**src/rtl/if_prefetch_queue_pkg.sv**
```systemverilog
// Shared constants and helpers for the fetch stage prefetch queue.
// Bus layouts: br_bus = {br_taken, br_target}, fs_to_ds_bus = {pc, inst}.
package if_prefetch_queue_pkg;

  localparam int XLEN_DEFAULT  = 64;
  localparam int ILEN_DEFAULT  = 32;
  localparam int DEPTH_DEFAULT = 4;
  localparam logic [63:0] RESET_PC_DEFAULT = 64'h8000_0000;

  // Byte stride between sequential fetches.
  localparam int INST_BYTES = 4;

  function automatic int fs_to_ds_bus_wd(input int xlen, input int ilen);
    return xlen + ilen;
  endfunction

  function automatic int br_bus_wd(input int xlen);
    return 1 + xlen;
  endfunction

  function automatic bit is_pow2(input int n);
    return (n > 0) && ((n & (n - 1)) == 0);
  endfunction

endpackage

```
**src/rtl/if_prefetch_queue_fetch_fifo.sv**
```systemverilog
// Synchronous FIFO holding fetched {pc, inst} pairs, with a single-cycle flush.
// The head entry is read straight from registered storage.
module if_prefetch_queue_fetch_fifo
  import if_prefetch_queue_pkg::*;
#(
  parameter int WIDTH = 96,
  parameter int DEPTH = 4
) (
  input  logic                       clk,
  input  logic                       reset,
  input  logic                       push,
  input  logic                       pop,
  input  logic                       flush,
  input  logic [WIDTH-1:0]           wdata,
  output logic [WIDTH-1:0]           head,
  output logic [$clog2(DEPTH):0]     count,
  output logic                       full,
  output logic                       empty
);

  localparam int PW = $clog2(DEPTH);
  localparam int CW = PW + 1;

  logic [WIDTH-1:0] mem [DEPTH];
  logic [PW-1:0]    wr_ptr;
  logic [PW-1:0]    rd_ptr;

  always_ff @(posedge clk or posedge reset) begin
    if (reset) begin
      for (int i = 0; i < DEPTH; i++) begin
        mem[i] <= '0;
      end
      wr_ptr <= '0;
      rd_ptr <= '0;
      count  <= '0;
    end else if (flush) begin
      wr_ptr <= '0;
      rd_ptr <= '0;
      count  <= '0;
    end else begin
      if (push) begin
        mem[wr_ptr] <= wdata;
        wr_ptr      <= wr_ptr + PW'(1);
      end
      if (pop) begin
        rd_ptr <= rd_ptr + PW'(1);
      end
      count <= count + CW'(push) - CW'(pop);
    end
  end

  assign head  = mem[rd_ptr];
  assign empty = (count == '0);
  assign full  = (count == CW'(DEPTH));

  // The credit rule upstream guarantees these never fire.
  assert property (@(posedge clk) disable iff (reset) (push && !pop && !flush) |-> !full);
  assert property (@(posedge clk) disable iff (reset) (pop && !flush) |-> !empty);

endmodule

```
**src/rtl/if_prefetch_queue.sv**
```systemverilog
// Instruction fetch stage: issues reads to inst_sram and queues the returned
// instructions for ID, with branch redirect squash and credit-limited issue.
module if_prefetch_queue
  import if_prefetch_queue_pkg::*;
#(
  parameter int               XLEN     = XLEN_DEFAULT,
  parameter int               ILEN     = ILEN_DEFAULT,
  parameter int               DEPTH    = DEPTH_DEFAULT,
  parameter logic [XLEN-1:0]  RESET_PC = XLEN'(RESET_PC_DEFAULT)
) (
  input  logic                  clk,
  input  logic                  reset,
  input  logic                  inst_sram_en_toif,
  input  logic [XLEN:0]         br_bus,
  input  logic                  ds_allowin,
  output logic                  fs_to_ds_valid,
  output logic [XLEN+ILEN-1:0]  fs_to_ds_bus,
  output logic                  inst_sram_en,
  output logic [XLEN-1:0]       inst_sram_addr,
  input  logic [ILEN-1:0]       inst_sram_rdata
);

  localparam int CW = $clog2(DEPTH) + 1;

  if (!is_pow2(DEPTH) || DEPTH < 2) begin : g_bad_depth
    $error("if_prefetch_queue: DEPTH must be a power of 2 and >= 2");
  end

  logic            br_taken;
  logic [XLEN-1:0] br_target;
  logic [XLEN-1:0] fetch_pc;
  logic [XLEN-1:0] addr;
  logic            req_v_q;
  logic [XLEN-1:0] req_pc_q;
  logic            push;
  logic            pop;
  logic [CW-1:0]   count;
  logic [CW:0]     credit_used;
  logic [CW:0]     credit_limit;
  logic            fifo_full;
  logic            fifo_empty;

  assign br_taken  = br_bus[XLEN];
  assign br_target = br_bus[XLEN-1:0];
  assign addr      = br_taken ? br_target : fetch_pc;

  // A redirect hides the (wrong-path) head this cycle, so nothing pops.
  assign fs_to_ds_valid = (count != '0) && !br_taken;
  assign pop            = fs_to_ds_valid && ds_allowin;

  // Entries held plus one in flight must fit, counting the slot freed by a pop.
  assign credit_used  = {1'b0, count} + (CW+1)'(req_v_q);
  assign credit_limit = (CW+1)'(DEPTH) + (CW+1)'(pop);

  assign inst_sram_en   = !reset && inst_sram_en_toif && (br_taken || (credit_used < credit_limit));
  assign inst_sram_addr = addr;

  // Data returning in a redirect cycle belongs to a squashed request.
  assign push = req_v_q && !br_taken;

  always_ff @(posedge clk or posedge reset) begin
    if (reset) begin
      fetch_pc <= RESET_PC;
      req_v_q  <= 1'b0;
      req_pc_q <= '0;
    end else begin
      req_v_q  <= inst_sram_en;
      req_pc_q <= addr;
      if (inst_sram_en) begin
        fetch_pc <= addr + XLEN'(INST_BYTES);
      end
    end
  end

  if_prefetch_queue_fetch_fifo #(
    .WIDTH (XLEN + ILEN),
    .DEPTH (DEPTH)
  ) u_fetch_fifo (
    .clk   (clk),
    .reset (reset),
    .push  (push),
    .pop   (pop),
    .flush (br_taken),
    .wdata ({req_pc_q, inst_sram_rdata}),
    .head  (fs_to_ds_bus),
    .count (count),
    .full  (fifo_full),
    .empty (fifo_empty)
  );

endmodule
```
**config.mk**
```make
export PLATFORM = sky130hd
export DESIGN_NAME = if_prefetch_queue
export DESIGN_NICKNAME = d
export VERILOG_FILES = /design/src/rtl/if_prefetch_queue_pkg.sv /design/src/rtl/if_prefetch_queue_fetch_fifo.sv /design/src/rtl/if_prefetch_queue.sv
export SDC_FILE = /design/constraint.sdc
export NUM_CORES = 1
export LEC_CHECK = 0
export ABC_AREA = 1
export ABC_CLOCK_PERIOD_IN_PS = 25400
export CAP_MARGIN = 40
export CELL_PAD_IN_SITES_DETAIL_PLACEMENT = 1
export CELL_PAD_IN_SITES_GLOBAL_PLACEMENT = 1
export CORE_MARGIN = 2
export CORE_UTILIZATION = 45
export DETAILED_ROUTE_END_ITERATION = 16
export GPL_TIMING_DRIVEN = 1
export PLACE_DENSITY = 0.82
export SLEW_MARGIN = 5
export SYNTH_ARGS = -nofsm -noshare
export SYNTH_HDL_FRONTEND = slang
export SYNTH_HIERARCHICAL = 1
export SYNTH_SLANG_ARGS = --single-unit
```
**constraint.sdc**
```tcl
create_clock -name clk -period 25.4 [get_ports clk]
set_input_delay 5.08 -clock clk [delete_from_list [all_inputs] [get_ports clk]]
set_output_delay 5.08 -clock clk [all_outputs]
set_load 0.02 [all_outputs]
```
# [Yosys cells after proc, flatten, opt, wreduce, memory -nomap -nowiden]
# Cells that the tools add are included.
[totals] register_bits=520 out_inout_bits=162 word_cells=49 in_bits=101
[op_classes] magnitude_cmp=4 add_sub_neg=7 n_bitwise=3 mux=12 reduce_logical=13
[op_table] op="$bwmux 384" count=1
[op_table] op="$mux 96" count=3
[op_table] op="$bmux 96 s2" count=1
[op_table] op="$demux 96 s2" count=1
[op_table] op="$add 64x3->64 const B" count=1
[op_table] op="$mux 64" count=1
[op_table] op="$mux 2" count=4
[op_table] op="$ge 3x3->1 const B" count=2
[op_table] op="$logic_and 1x1->1" count=6
[op_table] op="$not 2->3" count=2
[op_table] op="$add 2x1->2 const B" count=2
[op_table] op="$add 3x1->4" count=1
[op_table] op="$add 3x1->4 const A" count=1
[op_table] op="$lt 4x4->1" count=1
[op_table] op="$reduce_bool 2->1" count=2
[op_table] op="$add 3x1->3" count=1
[op_table] op="$lt 3x1->1 const B" count=1
[op_table] op="$mux 3" count=1
[op_table] op="$reduce_bool 3->1" count=1
[op_table] op="$sub 3x1->3" count=1
[op_table] op="$logic_not 1->1" count=2
[op_table] op="$reduce_and 2->1" count=1
[op_table] op="$logic_or 1x1->1" count=1
[op_table] op="$not 1->1" count=1

# [Logic depth before layout (Yosys ltp)]
# Gate-level depths: netlist (run 1).
[depth] word_depth=7 ltp_mapped=16 ltp_nobuf=13

# [Modules after synthesis]
# The synthesis (run 1) kept the hierarchy.
[modules_own_cells] mod="if_prefetch_queue_fetch_fifo" area_each_um2=18690.4 cells_each=2120 seq_area_each_um2=9784.4 n_inst=1
[modules_own_cells] mod="if_prefetch_queue" area_each_um2=8181.6 cells_each=1297 seq_area_each_um2=3229.3 n_inst=1

# [Worst setup path before layout (run 1)]
# OpenSTA, ideal clock, no wires.
[synth_path] path_type="input-to-output" startpoint="in reset" endpoint="out inst_sram_en" arrival_ns=8.780 path_stages=4 path_buffers=1 path_slack_ns=11.540 required_ns=20.320 path_cell_list="inv_1 -> nand3_1 -> clkinv_1 -> buf_2"
[synth_between] elab_chain_cells=3
[synth_rtl] element="from (decl)" line="if_prefetch_queue.sv:12" source="input logic reset,"
[synth_rtl] element="$logic_not 1->1 (no source line)"
[synth_rtl] element="$logic_and 1x1->1 (2 in a row)" line="if_prefetch_queue.sv:55" source="assign inst_sram_en = !reset && inst_sram_en_toif && (br_taken || (credit_used < credit_limit));"
[synth_rtl] element="to (decl)" line="if_prefetch_queue.sv:18" source="output logic inst_sram_en,"
# Every way passes these cells.

# [Worst setup path in the final report (run 1)]
[layout_path] startpoint="in br_bus[64]" endpoint="out inst_sram_addr[63]"
[layout_between] elab_chain_cells=1
[layout_rtl] element="from (decl)" line="if_prefetch_queue.sv:14" source="input logic [XLEN:0] br_bus,"
[layout_rtl] element="$mux 64" line="if_prefetch_queue.sv:45" source="assign addr = br_taken ? br_target : fetch_pc;"
[layout_rtl] element="to (decl)" line="if_prefetch_queue.sv:19" source="output logic [XLEN-1:0] inst_sram_addr,"
# Every way passes these cells.

==> results.md, run 1 <==
Run status:
- The run finished with clean final reports.

Clock tree:
- The clock tree synthesis step divided the H-tree into 2 levels.
- Buffers inserted during clock tree synthesis total 59.
- The clock-pin slew of the registers on the worst-case setup and hold paths is 0.06 ns.
- Clock tree synthesis selected as its root buffer the cell clkbuf_16.
- The number of buffers on the longest clock path is 3.
- The number of setup buffers added after CTS is 0.
- The post-cts resize count is 0.
- The number of clock sinks seen by CTS is 520.
- TritonCTS built the clock tree.
- The cts-stage hold buffer count is 0.
- The insertion delay of the later-clocked pin in the worst-skew pair is 0.62 ns.

Floorplanning:
- In this run the horizontal extent of the chip is 248 µm.
- In this run the vertical extent of the chip is roughly 250 µm.
- The die covers around 62000 µm².
- The I/O pin count is around 260.
- The starting density of the core is 0.455.
- After floorplanning, the core was divided into 89 placement rows.
- The total area inside the core boundary comes to ~59000 µm².

Timing:
- The portion of the clock cycle consumed by the worst path in the final layout is 0.504.
- The minimum clock period after layout is 12.81 ns.
- The number of hold violations in the final report is 0.
- The sum of negative setup slack is 0 ns.
- The final setup violation count is 0.
- The slew of the pin with the lowest slew margin is 0.931 ns.
- The relative slew slack is 0.380.
- The clock skew is 0.0186 ns.
- The fmax is 78.0 MHz.
- Setup repair after global routing left no endpoint under its margin.
- The count of pins over their slew limit is 0.

Route:
- After the first detailed-routing iteration, the DRC count stood at 1415.
- The number of search-and-repair iterations in the first detailed-routing pass is 5.
- The post-detailed-routing wire length is roughly 86000 µm.
- The post-route antenna net violation count is 0.
- In the final routed layout, each cell accounts on average for 19.5 µm.
- For this run, design rule violations remaining after detail routing come to 0.
- Dividing the detail-routed via count by the number of cells gives ~5.3.
- The routed layout has 23300 vias.

Cells and area:
- In the final design database the tool counted 3695 nets.
- The share of post-route cells with drive strength above 1 is 0.0930.
- The final core utilization is 0.533.
- The layout overhead on the synthesized area is 17.0%.

Worst hold path:
- The class of the worst hold path is reg2reg.

Flow run:
- The tool flagged a number of max-cap violations equal to 0.

Synth:
- The net count of the mapped netlist is 3526.
- The synthesized netlist occupies a cell area of 26900 µm².
- Yosys printed 6 warnings.
- Counting every instance in the synthesized netlist gives 3415.
- The average size of a mapped cell is 7.87 µm².

Setup path:
- Data on the critical path is required at its endpoint by 20.32 ns.
- The startpoint type of the worst setup path is an input port.
- The internal reg-to-reg setup slack is 22.37 ns.
- The critical path in this run is classified as in2out.
- The top fanout value on the critical path is 68.
- The kind of end point of the critical path is a primary output.
- The data arrival time at the worst-slack endpoint is between 7 and 8 ns.

Power and ir drop:
- The part of the power in registers is 0.380.
- Dividing total power by cell area gives a power density of 88.0 nW/µm².
- The worst IR drop on VDD is approximately 50 µV.
- The total net switching power is 969 µW.
- The clock group share of total power is 0.313.
- The net switching share of the total power is 0.350.
- The share of total power dissipated in combinational logic is 0.307.
- The internal cell power is 1800 µW.
- The leakage power summed over all cells is 0.0144 µW.

Global routing:
- The via count of the first global-routing pass is 24900.
- In the global route stage, overall resource usage came out at 0.281.
- The number of antenna violations at the first check in global routing came to 1.
- The overall overflow remaining after global route is 0.
- Entering global routing, the biggest net connects 172 pins.
- The first global-routing pass estimated 136000 µm of wire.

Placed design:
- The HPWL after detailed placement is 58800 µm.
- In this run the tool buffered the top-level ports with 262 buffer cells.
- The congestion estimate from routability-driven global placement came to 0.983.
layout by cell type (no fill, tap or decap), drive strengths merged:
cell type,count
dfrtp,519
clkinv,11
clkbuf,80
dfstp,1
xor2,8
fa,1
o21ai,557
a21oi,99
and3,1
inv,454
a31oi,1
nand4,7
nor3,2
o21bai,1
o211ai,96
nor2,212
diode,1
bufinv,6
nand3,85
ha,9
clkinvlp,2
nand2,1176
buf,32
or2,3
clkdlybuf4s50,261
state kept, by name (all words and copies together) (netlist names):
register	cells
u_fetch_fifo/mem	384
u_fetch_fifo/count	3
u_fetch_fifo/rd_ptr	2
fetch_pc	64
req_v_q	1
req_pc_q	64
u_fetch_fifo/wr_ptr	2
layout make-up:
class                           instances  area [µm²]
Timing Repair Buffer                  293        3080
Antenna cell                            1        2.50
Tap cell                              773         967
Clock buffer                           80        1670
Fill cell                            7192       27600
Sequential cell                       520       13000
Inverter                              452        1710
Clock inverter                         21         275
Multi-Input combinational cell       2258       10700
power groups by stage:
stage                     clock network [µW]  logic, µW  registers (µW)
after global placement                     0        809            1050
final                                    867        850            1050
after detailed placement                   0        849            1060
after CTS                                886        858            1050
after floorplan                            0        510            1020
after global routing                     917        935            1070
routing by layer:
metal	up-vias	share of wire	track usage
met5	-	0	0
met4	0	0.039	0.108
met3	160	0.044	0.0360
met2	491	0.48	0.465
met1	11600	0.44	0.375
li1	11100	-	-
worst paths after layout:
path | from | endpoint | cells after the start
setup / recovery | br_bus[64] | inst_sram_addr[63] | 7
hold / removal | u_fetch_fifo/mem[311] | u_fetch_fifo/mem[311] | 2
setup reg to reg | u_fetch_fifo/count[0] | fetch_pc[31] | 12
hold reg to reg | u_fetch_fifo/mem[311] | u_fetch_fifo/mem[311] | 2
max in group asynchronous | reset | u_fetch_fifo/mem[117] | 5
min in group asynchronous | reset | req_pc_q[2] | 2
per-stage QoR:
step                worst slack (ns)  hold slack (ns)  power, µW  instances  cell area [µm²]
CTS                            12.60            0.478       2790       4397            31400
detailed placement             12.62            0.463       1910       4296            29500
global route                   12.41            0.489       2920       4398            31400
floorplan                       9.45            0.442       1530       3415            26900
finish                         12.59            0.476       2770       4398            31400
global placement               12.70            0.460       1860       4285            29200
critical path, stage by stage:
cell	delay, ns
buf_4	0.62
inv_4	0.37
buf_4	0.45
or2_2	0.36
o21ai_0	0.11
inv_1	0.13
clkdlybuf4s50_1	0.56
Note: power is estimated with default switching activity, not from simulation.
==> inputs of run 2 (changes only) <==
--- a/config.mk
+++ b/config.mk
@@ -6,15 +6,15 @@
 export NUM_CORES = 1
 export LEC_CHECK = 0
 export ABC_AREA = 1
-export ABC_CLOCK_PERIOD_IN_PS = 25400
+export ABC_CLOCK_PERIOD_IN_PS = 12200
 export CAP_MARGIN = 40
 export CELL_PAD_IN_SITES_DETAIL_PLACEMENT = 1
 export CELL_PAD_IN_SITES_GLOBAL_PLACEMENT = 1
 export CORE_MARGIN = 2
-export CORE_UTILIZATION = 45
+export CORE_UTILIZATION = 43
 export DETAILED_ROUTE_END_ITERATION = 16
 export GPL_TIMING_DRIVEN = 1
-export PLACE_DENSITY = 0.82
+export PLACE_DENSITY = 0.79
 export SLEW_MARGIN = 5
 export SYNTH_ARGS = -nofsm -noshare
 export SYNTH_HDL_FRONTEND = slang
==> constraint.sdc (replaced) <==
create_clock -name clk -period 12.2 [get_ports clk]
set_input_delay 2.44 -clock clk [delete_from_list [all_inputs] [get_ports clk]]
set_output_delay 2.44 -clock clk [all_outputs]
set_load 0.02 [all_outputs]
==> run 2 against run 1 <==
  * Highest routed layer unchanged
  * Critical path depth stayed put
  * First-iteration DRC count is 0.35% lower
  * Clock power is 100% higher
  * Clock skew is 0.0046 ns lower
  * Setup slack worse by 7.7 ns
  * Core utilization is 2.2 points lower
  * Global-route usage is 0.89 points lower
  * Die area is 4.6% higher
  * Largest cell class unchanged
  * Critical path type unchanged
  * Sequential cell count stayed put
  * Power is 110% higher
==> results.md, run 2 (synthesis results as in run 1) <==
Route:
- The routed length per placed instance is 19.4 µm (-0.58%).
- The via density per instance is 5.21 (-1.7%).
- The post-route antenna net violation count was 0 (unchanged).
- The post-detailed-routing wire length is 86500 µm (+0.97%).
- The via count of the routed design was 23300 (-0.19%).
- The count of unresolved DRC violations after routing came to 0 (unchanged).
- The number of search-and-repair iterations in the first detailed-routing pass is 5 (unchanged).
- The number of violations reported at the end of detailed-routing iteration 0 was 1410 (-0.35%).

Floorplanning:
- The horizontal die dimension is 254 µm (+2.3%).
- The die boundary height is 254 µm (+2.3%).
- The starting density of the core is 0.435 (-0.0199).
- The area of the die was 64500 µm² (+4.6%).
- The floorplan core area is 61700 µm² (+4.6%).
- The placement row count is 91 (+2.2%).
- The I/O pin count came to 263 (unchanged).

Timing:
- Static timing analysis puts the maximum clock frequency at 136 MHz.
- The clock skew is 0.0140 ns (-0.00459 ns).
- The count of pins over their slew limit is 0 (unchanged).
- The slew of the pin with the lowest slew margin is 1.07 ns (+0.142 ns).
- The worst setup margin is 4.86 ns (-7.72 ns).
- The sum of negative setup slack is 0 ns (unchanged).
- The final setup violation count is 0 (unchanged).
- The portion of the clock cycle consumed by the worst path in the final layout is 0.601.
- Setup repair after global routing left no endpoint under its margin.
- The routed design could run at a clock period as short as 7.34 ns.
- The number of hold violations in the final report is 0 (unchanged).
- The relative slew slack is 0.285 (-0.0945).

Setup path:
- The data arrival time at the worst-slack endpoint is 4.90 ns (-2.83 ns).
- The startpoint of the lowest-slack register-to-register path is req_v_q.
- The kind of end point of the critical path is a primary output.
- The worst setup path is launched from an input port.
- The count of buffering cells on the critical path with inverters included was 5 (unchanged).
- Walking the worst path, the cells encountered are buf_4 -> inv_4 -> buf_4 -> or2_2 -> o21ai_0 -> inv_1 -> clkdlybuf4s50_1.
- The worst setup path is of the in2out kind.
- The delay of the slowest critical-path stage came to 0.68 ns (+0.06 ns).
- The top fanout value on the critical path is 67 (-1.5%).
- The required time reported for the critical path endpoint was 9.76 ns (-10.56 ns).
- The critical path starts at br_bus[64].
- The cell family contributing the most delay on the critical path is buffers and inverters.
- The cell that appears most often on the critical path is buf_4.
- The slowest stage of the critical path belongs to the cell buf_4.

Power and ir drop:
- The leakage power summed over all cells is 0.0144 µW (-0.18%).
- The worst IR drop on VDD is 109 µV (+120%).
- The power density relative to cell area was 181 nW/µm² (+110%).

Cells and area:
- The largest registers in the layout are u_fetch_fifo/mem (384), fetch_pc (64), req_pc_q (64).
- The flip-flop count of the largest register after layout was 384 (unchanged).
- Leaving out fill and tap cells, the most frequent cell in the layout is nand2_1.
- The share of post-route cells with drive strength above 1 came to 0.0929 (-0.000128).
- The layout overhead on the synthesized area is 17.3%.
- In the layout the commonest cells are nand2_1, dfrtp_1, inv_1, clkdlybuf4s50_1, o21ai_1.
- The fill cell instance count of the final layout is 7580 (+5.4%).
- The final layout net count was 3696 (+0.027%).
- The post-route non-filler standard cell count was 4467 (+1.6%).
- Counting flops per register, the top entry is u_fetch_fifo/mem.

Global routing:
- The number of antenna violations at the first check in global routing is 1 (unchanged).
- The pin count of the biggest net entering global routing is 229 (+33%).
- The overall overflow remaining after global route is 0 (unchanged).
- The combined global-route utilization of all metal layers was 0.272 (-0.00891).
- The via count of the first global-routing pass was 24700 (-0.59%).
- The global-route wire length before repair is 137000 µm (+0.66%).

Placed design:
- The pre-CTS setup slack is 4.91 ns (-7.71 ns).
- The half-perimeter wire length of the detailed placement result was 59600 µm (+1.4%).
- The number of buffer cells added on primary ports is 262 (unchanged).
- The total placed cells including tap cells is 4361 (+1.5%).
- The final RePlAce weighted congestion came to 0.947 (-3.7%).

Worst hold path:
- The startpoint identified for the worst hold timing path is u_fetch_fifo/mem[311].
- The class of the worst hold path is reg2reg.

Clock tree:
- The number of clock sinks seen by CTS is 520 (unchanged).
- The tree is rooted in a clkbuf_16.
- The number of buffers on the longest clock path was 3 (unchanged).
- The number of buffers inserted by post-CTS setup repair is 0 (unchanged).
- The cts-stage hold buffer count is 0 (unchanged).
- The insertion delay of the later-clocked pin in the worst-skew pair is 0.63 ns (about the same).
- TritonCTS built the clock tree.
- The clock buffer count from CTS came to 59 (unchanged).
- The level count of the clock H-tree is 2 (unchanged).
- The post-cts resize count was 0 (unchanged).
- The clock-pin slew of the registers on the worst-case setup and hold paths is 0.05 ns (about the same).

Flow run:
- The number of max-cap violations is 0 (unchanged).

Run status:
- The run finished with clean final reports.
## run 2: cell type report
type	count	area (µm²)	area share
Tap cell	837	1050	0.0332
Inverter	452	1710	0.0541
Timing Repair Buffer	294	3110	0.0986
Clock inverter	14	128	0.00405
Antenna cell	1	2.50	0.0000794
Multi-Input combinational cell	2258	10700	0.340
Clock buffer	91	1780	0.0564
Sequential cell	520	13000	0.413
## run 2: where the power goes
group / switching (µW) / leakage, µW / internal, µW / total (µW)
Sequential: 193 / 0.00688 / 2000 / 2190
Clock: 736 / 0.000926 / 1020 / 1750
Combinational: 1100 / 0.00661 / 664 / 1760
## run 2: path summary, 6_finish.rpt
kind                       slack (ns)               endpoint  cells after the start
setup / recovery                 4.86     inst_sram_addr[63]                      7
hold / removal                   0.48  u_fetch_fifo/mem[311]                      2
setup reg to reg                 9.27           fetch_pc[33]                     13
hold reg to reg                  0.48  u_fetch_fifo/mem[311]                      2
max in group asynchronous        8.06           fetch_pc[56]                      4
min in group asynchronous        2.22            req_pc_q[0]                      2
## run 2: through the flow
stage	util	cell area, µm²	power, µW	hold WS, ns
CTS	0.511	31500	5760	0.479
floorplan	-	26900	3190	0.442
global placement	0.474	29300	3890	0.459
finish	0.511	31500	5710	0.479
detailed placement	0.480	29600	3980	0.465
global route	0.511	31500	6020	0.503
## run 2: tightest hold or removal path: stages (launching register included)
cell	delay (ns)
dfrtp_1	0.34
nand2_1	0.06
o21ai_2	0.05
## run 2: metal layers
metal  GRT usage  vias to the layer above  routed length [µm]
met4       0.101                        0                3190
met5           0                        -                   0
met2       0.455                      502               41600
li1            -                    11100                   -
met3      0.0387                      139                3740
met1       0.358                    11600               38000
